===== src/rtl/puf_pkg.sv =====
// Shared types, constants and index helper for the TERO-PUF evaluation controller.
package puf_pkg;

  localparam int N_BATCH       = 10;
  localparam int N_ROW         = 8;
  localparam int RESP_W        = N_BATCH * N_ROW;
  localparam int TERO_IDX_W    = 12;
  localparam int MAX_CHALLENGE = 119;

  typedef enum logic [2:0] {
    IDLE,
    DECODE,
    CLEAR,
    SETTLE,
    COUNT,
    CAPTURE,
    FINISH
  } state_t;

  typedef enum logic {
    PHASE_I,
    PHASE_J
  } phase_t;

  // Loop number inside the array: 16 loops per row group, 128 per batch.
  function automatic logic [TERO_IDX_W-1:0] tero_index(
    input logic [3:0] idx,
    input logic [3:0] k,
    input logic [2:0] l
  );
    return (TERO_IDX_W'(idx) << 3) + (TERO_IDX_W'(k) << 7) + TERO_IDX_W'(l);
  endfunction

endpackage


===== src/rtl/puf_challenge_decode.sv =====
// Combinational challenge decode into the two compared loop indices i and j.
module puf_challenge_decode
  import puf_pkg::*;
(
  input  logic [7:0] challenge,
  output logic [3:0] idx_i,
  output logic [3:0] idx_j,
  output logic       valid
);

  logic [3:0] a;
  logic [3:0] b;
  logic [3:0] c;
  logic [4:0] d;

  // NOTE: every output of a combinational block gets a value on every path,
  // otherwise synthesis infers a latch to hold the old value.
  always_comb begin
    a = challenge[7:4];
    b = challenge[3:0];
    c = a + 4'd1;
    d = {1'b0, b} + {1'b0, c};
    if (d[4]) begin
      idx_i = ~c;
      idx_j = b;
    end else begin
      idx_i = a;
      idx_j = d[3:0];
    end
    valid = (challenge <= 8'(MAX_CHALLENGE));
  end

endmodule


===== src/rtl/puf_eval_ctrl.sv =====
// Sequences a full TERO-PUF evaluation: 80 (i,j) loop pairs measured through the
// shared select/enable/counter datapath, one comparison bit stored per pair.
module puf_eval_ctrl
  import puf_pkg::*;
#(
  parameter int CNT_W         = 16,
  parameter int SETTLE_CYCLES = 16,
  parameter int WINDOW_CYCLES = 1024
) (
  input  logic                  clk,
  input  logic                  reset,
  input  logic                  start,
  input  logic                  abort,
  input  logic [7:0]            challenge_in,
  input  logic [CNT_W-1:0]      tero_cnt_in,
  output logic [TERO_IDX_W-1:0] tero_sel,
  output logic                  tero_clr,
  output logic                  tero_en,
  output logic                  busy,
  output logic                  done,
  output logic                  err,
  output logic [RESP_W-1:0]     response
);

  localparam int TIMER_MAX = (SETTLE_CYCLES > WINDOW_CYCLES) ? SETTLE_CYCLES : WINDOW_CYCLES;
  localparam int TIMER_W   = $clog2(TIMER_MAX) + 1;
  localparam logic [TIMER_W-1:0] SETTLE_LAST = TIMER_W'(SETTLE_CYCLES - 1);
  localparam logic [TIMER_W-1:0] WINDOW_LAST = TIMER_W'(WINDOW_CYCLES - 1);

  state_t             state_q;
  state_t             state_d;
  phase_t             phase_q;
  logic [7:0]         ch_q;
  logic [3:0]         k_q;
  logic [2:0]         l_q;
  logic [TIMER_W-1:0] timer_q;
  logic [CNT_W-1:0]   cnt_i_q;

  logic [3:0]            dec_i;
  logic [3:0]            dec_j;
  logic                  dec_valid;
  logic [TERO_IDX_W-1:0] cur_sel;
  logic                  settle_done;
  logic                  window_done;
  logic                  last_row;
  logic                  last_pair;
  logic [6:0]            resp_idx;

  puf_challenge_decode u_decode (
    .challenge (ch_q),
    .idx_i     (dec_i),
    .idx_j     (dec_j),
    .valid     (dec_valid)
  );

  assign cur_sel     = tero_index((phase_q == PHASE_I) ? dec_i : dec_j, k_q, l_q);
  assign settle_done = (timer_q == SETTLE_LAST);
  assign window_done = (timer_q == WINDOW_LAST);
  assign last_row    = (l_q == 3'(N_ROW - 1));
  assign last_pair   = last_row && (k_q == 4'(N_BATCH - 1));
  assign resp_idx    = 7'(int'(k_q) * N_ROW + int'(l_q));

  // NOTE: sequential state uses non-blocking assignments so every register
  // samples the pre-edge values, independent of statement order.
  always_ff @(posedge clk or posedge reset) begin
    if (reset) begin
      state_q <= IDLE;
    end else begin
      state_q <= state_d;
    end
  end

  // Outputs are decoded from the state, so an asynchronous reset drops
  // tero_en and every other output in the same cycle.
  always_comb begin
    state_d  = state_q;
    tero_sel = '0;
    tero_clr = 1'b0;
    tero_en  = 1'b0;
    busy     = 1'b0;
    done     = 1'b0;
    err      = 1'b0;

    case (state_q)
      IDLE: begin
        if (start) state_d = DECODE;
      end
      DECODE: begin
        if (dec_valid) begin
          busy    = 1'b1;
          state_d = CLEAR;
        end else begin
          done    = 1'b1;
          err     = 1'b1;
          state_d = IDLE;
        end
      end
      CLEAR: begin
        busy     = 1'b1;
        tero_clr = 1'b1;
        tero_sel = cur_sel;
        state_d  = SETTLE;
      end
      SETTLE: begin
        busy     = 1'b1;
        tero_sel = cur_sel;
        if (settle_done) state_d = COUNT;
      end
      COUNT: begin
        busy     = 1'b1;
        tero_en  = 1'b1;
        tero_sel = cur_sel;
        if (window_done) state_d = CAPTURE;
      end
      CAPTURE: begin
        busy     = 1'b1;
        tero_sel = cur_sel;
        state_d  = (phase_q == PHASE_J && last_pair) ? FINISH : CLEAR;
      end
      FINISH: begin
        done    = 1'b1;
        state_d = IDLE;
      end
      default: state_d = IDLE;
    endcase

    // Abort overrides any transition once a run is under way.
    if (state_q != IDLE && abort) state_d = IDLE;
  end

  // NOTE: the response register is reset like any other flop; it is only
  // 80 bits of control state, not a memory array.
  always_ff @(posedge clk or posedge reset) begin
    if (reset) begin
      ch_q     <= '0;
      k_q      <= '0;
      l_q      <= '0;
      phase_q  <= PHASE_I;
      timer_q  <= '0;
      cnt_i_q  <= '0;
      response <= '0;
    end else if (state_q == IDLE) begin
      if (start) begin
        ch_q     <= challenge_in;
        response <= '0;
      end
      k_q     <= '0;
      l_q     <= '0;
      phase_q <= PHASE_I;
      timer_q <= '0;
    end else if (abort) begin
      k_q      <= '0;
      l_q      <= '0;
      phase_q  <= PHASE_I;
      timer_q  <= '0;
      response <= '0;
    end else begin
      case (state_q)
        SETTLE: timer_q <= settle_done ? '0 : timer_q + TIMER_W'(1);
        COUNT:  timer_q <= window_done ? '0 : timer_q + TIMER_W'(1);
        CAPTURE: begin
          if (phase_q == PHASE_I) begin
            cnt_i_q <= tero_cnt_in;
            phase_q <= PHASE_J;
          end else begin
            // Ties resolve to 0: only a strictly faster loop i yields a 1.
            response[resp_idx] <= (cnt_i_q > tero_cnt_in);
            phase_q            <= PHASE_I;
            if (last_row) begin
              l_q <= '0;
              k_q <= last_pair ? 4'd0 : k_q + 4'd1;
            end else begin
              l_q <= l_q + 3'd1;
            end
          end
        end
        default: ;
      endcase
    end
  end

endmodule


===== config.mk =====
export PLATFORM = sky130hd
export DESIGN_NAME = puf_eval_ctrl
export DESIGN_NICKNAME = d
export VERILOG_FILES = /design/src/rtl/puf_pkg.sv /design/src/rtl/puf_challenge_decode.sv /design/src/rtl/puf_eval_ctrl.sv
export SDC_FILE = /design/constraint.sdc
export NUM_CORES = 1
export LEC_CHECK = 0
export ABC_AREA = 1
export CAP_MARGIN = 30
export CORE_AREA = 2 2 121 123
export DETAILED_ROUTE_END_ITERATION = 6
export DIE_AREA = 0 0 123 125
export PLACE_DENSITY_LB_ADDON = 0.12
export SETUP_SLACK_MARGIN = 0.4
export SLEW_MARGIN = 30
export SYNTH_ARGS = -nofsm -noshare
export SYNTH_HDL_FRONTEND = slang
export SYNTH_SLANG_ARGS = --single-unit

===== constraint.sdc =====
create_clock -name clk -period 7.9 [get_ports clk]
set_input_delay 0.79 -clock clk [delete_from_list [all_inputs] [get_ports clk]]
set_output_delay 0.79 -clock clk [all_outputs]
set_load 0.005 [all_outputs]

==> summary.md <==
| Metric | Value |
|---|---|
| Switching Share | 0.384 |
| Worst-path clk slew | approximately 0.05 ns |
| Slowest cell on crit path | clkdlybuf4s50_1 |
| Pwr dens | around 270 nW/um^2 |
| Seq cells post-synth | 126 |
| Register area share after synthesis | 0.417 |
| Max Freq | between 200 and 300 MHz |
| Largest family of logic cells by synthesized area | simple AND/OR/NAND/NOR gates |
| RSZ-0062 raised after global routing | false |
| P&R area growth vs syn | 23.0% |
| Hold Fails Final Rpt | 0 |
| Sum of negative setup slack | 0 ns |
| Worst Setup End Kind | output port |
| Worst Hold Class | register to register |
| Setup-failing EPs final | 0 |
| MaxCap Viol Count | 0 |
| Post-synth cell types | 32 |
| Comb pwr share | 0.392 |
| Dpl hpwl | 12000 um |
| Core ar. | around 14000 um^2 |
| Worst-skew pair later-pin latency | 0.42 ns |
| Layout cells sized above 1 | 0.0494 |
| Mux share of post-synthesis cell area | 0.00447 |
| Grt total ovfl | 0 |
| Max VDD drop | around 170 uV |
| # diodes | 0 |
| Final net count | between 1000 and 1500 |
| Reg2Reg Setup Slack | around 5.3 ns |
| Via Count | approximately 7200 |
| Die W | roughly 120 um |
| Status | finished, final reports clean |
| Post-CTS sizing | 0 |
| Post-Synth Simple-Gate Area | 0.327 |
| Crit path time final | 3.86 ns |
| Met2 usage | 0.416 |
| DRT Wirelength | about 20000 um |
| Final ANT Viol Nets | 0 |
| Root buffer cell | clkbuf_16 |
| CP max stage delay | roughly 0.52 ns |
| Dpl cell area | 8710 um^2 |
| Area leader, netlist | dfrtp_1 |
| DRC Markers | 0 |
| Setup bufs post-CTS | 0 |
| Clock power share | 0.305 |
| Clk sinks | about 130 |
| Sequential Power Share | 0.302 |
| CTS tree | yes |
| First-pass DRT Iterations | 5 |
| Cells after synthesis | ~1000 |
| Fraction of synthesized cell area taken by the top area cell type | 0.417 |
| Num rows | 44 |
| Chip Height | approximately 130 um |
| Drt initial violations | between 700 and 800 |
| Final Cycle Share | 0.488 |
| Fraction of registers with async set/reset | 1.00 |
| Top cells by area, synth | dfrtp_1 42%, nand2_1 16%, nand3_1 7.8% |
| Global route hottest layer | met2 |
| Net Switching | a little under 1 mW |
| Routability cong. | just under 0.9 |
| CP cell instances | ha_1 -> inv_1 -> fa_1 -> nand3b_1 -> nand2_1 -> inv_1 -> a21oi_1 -> o21ai_0 -> a21oi_1 -> clkdlybuf4s50_1 |
| Yosys warnings | 0 |
| Initial antenna violation count | 0 |
| Number of port buffers | ~120 |
| Per-cell routed wire length | roughly 15 um |
| Syn Nets | between 1000 and 1500 |
| TritonCTS Buffers | 17 |
| First-pass GRT wire length | 32900 um |
| Initial core utilization | 0.532 |
| Vias in the first global route | roughly 6600 |
| Hold_buf cts | 0 |
| WS Path Type | register to output port |
| Worst endpoint data arrival time | about 3.1 ns |
| Tightest Pin Transition | approximately 1 ns |
| Worst slew margin | 0.341 |
| Die area | between 15000 and 20000 um^2 |
| Post-synthesis compound-gate area fraction | 0.109 |
| Adder-cell share of the synthesized area | 0.0490 |
| Leakage power | 4.47 nW |
| XOR/XNOR Fraction of Synth Area | 0.00927 |
| GR Layer Usage met1 | 0.375 |
| Clock Skews | ~0.0088 ns |
| # IOs | between 100 and 150 |
| Worst Path Max Fanout | 10 |
| Vias per cell | 5.49 |
| M3 GR Usage | 0.0607 |
| Mapped cell area | 7550 um^2 |
| Cell internal pwr | about 1.6 mW |
| EDFF count, synth | 0 |
| CTS H-tree depth | 4 |
| Clock Path Buffers | 2 |
| Post-route cell area | 9290 um^2 |
| Syn Area/Cell | around 7.2 um^2 |
| Final Max Slew Viols | 0 |
| Synth Flop Type | dfrtp_1 |
| Critical Path Start Type | register |
| GRT Total Usage | 0.269 |
| Largest net degree at the start of global routing | 84 |
| Worst Path Required | around 7 ns |
-- area by class of cell --
cell class | count | area (um^2)
Timing Repair Buffer | 129 | 1280
Inverter | 69 | 262
Sequential cell | 126 | 3150
Multi-Input combinational cell | 778 | 3790
Clock buffer | 24 | 492
Fill cell | 1260 | 4910
Clock inverter | 7 | 85.1
Tap cell | 184 | 230
-- power groups by stage --
stage	Combinational [mW]	Clock, mW	Sequential, mW
floorplan	0.789	0	0.759
CTS	0.992	0.780	0.762
global placement	0.966	0	0.770
global route	1.14	0.810	0.771
finish	0.989	0.770	0.763
detailed placement	0.986	0	0.771
-- synthesized netlist by cell type, types with 2 or more instances --
cell / instances
nand2_4: 2
xnor2_1: 2
o22ai_1: 3
o21ai_0: 114
inv_2: 7
nor3_1: 86
nor2_1: 39
buf_6: 8
dfrtp_1: 126
inv_1: 61
o211ai_1: 2
buf_2: 20
nand3_1: 117
xor2_1: 6
nor2_4: 2
mux2_2: 3
clkbuf_1: 46
nand4_1: 4
nand2_1: 327
ha_1: 28
a21oi_1: 30
o21bai_1: 2
o21ai_1: 4
-- worst max-delay path: cells and delay by family, from the launching register on --
kind | cells | cell delay [ns]
AO/OA/AOI/OAI | 3 | 0.35
flip-flops | 1 | 0.40
AND/OR/NAND/NOR | 2 | 0.41
buffers and inverters | 3 | 0.74
adder cells (fa/ha/maj) | 2 | 0.76
-- layer usage --
| metal | up-vias | routed length, um |
|---|---|---|
| li1 | 3600 | - |
| met1 | 3353 | 8950 |
| met2 | 254 | 9480 |
| met3 | 29 | 1270 |
| met4 | 0 | 374 |
| met5 | - | 0 |
-- cell usage in the layout, fill, tap and decap left out, types with 3 or more instances in the layout --
cell | synthesis | layout
clkbuf_16 | 0 | 17
mux2_2 | 3 | 3
ha_1 | 28 | 28
xor2_1 | 6 | 6
nand2_2 | 1 | 3
clkbuf_8 | 0 | 4
clkbuf_1 | 46 | 3
nor2_1 | 39 | 39
dfrtp_1 | 126 | 126
nand2_1 | 327 | 325
inv_1 | 61 | 60
a21oi_1 | 30 | 30
o21ai_0 | 114 | 114
clkinv_2 | 0 | 5
o22ai_1 | 3 | 3
clkdlybuf4s50_1 | 0 | 123
nor3_1 | 86 | 86
nand4_1 | 4 | 4
buf_4 | 1 | 5
inv_2 | 7 | 7
nand3_1 | 117 | 115
o21ai_1 | 4 | 4
-- worst paths after layout --
check	from	endpoint	depth (start not counted)
max in group asynchronous	reset	response[21]	3
setup reg to reg	state_q[1]	response[26]	9
hold reg to reg	response[14]	response[14]	2
hold / removal	response[14]	response[14]	2
setup / recovery	ch_q[4]	tero_sel[5]	10
min in group asynchronous	reset	cnt_i_q[15]	2
-- per-stage QoR --
step / hold WS [ns] / util / instances / setup slack [ns] / total power [mW]
after CTS: 0.481 / 0.654 / 1317 / 4.04 / 2.53
after detailed placement: 0.465 / 0.613 / 1286 / 4.49 / 1.76
after floorplan: 0.457 / - / 1048 / 3.75 / 1.55
final: 0.474 / 0.654 / 1317 / 4.04 / 2.52
after global routing: 0.502 / 0.654 / 1317 / 3.86 / 2.72
after global placement: 0.464 / 0.613 / 1286 / 4.53 / 1.74
-- logic make-up (layout without fill, tap and decap cells) --
family / count (synthesis) / after routing
adder cells (fa/ha/maj): 29 / 29
AND/OR/NAND/NOR: 579 / 579
AO/OA/AOI/OAI: 158 / 158
multiplexers: 3 / 3
XOR/XNOR: 8 / 8
buffers and inverters: 144 / 229
flip-flops: 126 / 126
other: 1 / 1
-- sequential cells by signal (all words and copies together) (netlist names) --
register / count
state_q: 3
l_q: 3
timer_q: 11
ch_q: 8
k_q: 4
response: 80
cnt_i_q: 16
phase_q: 1
No activity file was read; power rests on OpenSTA's default activity.
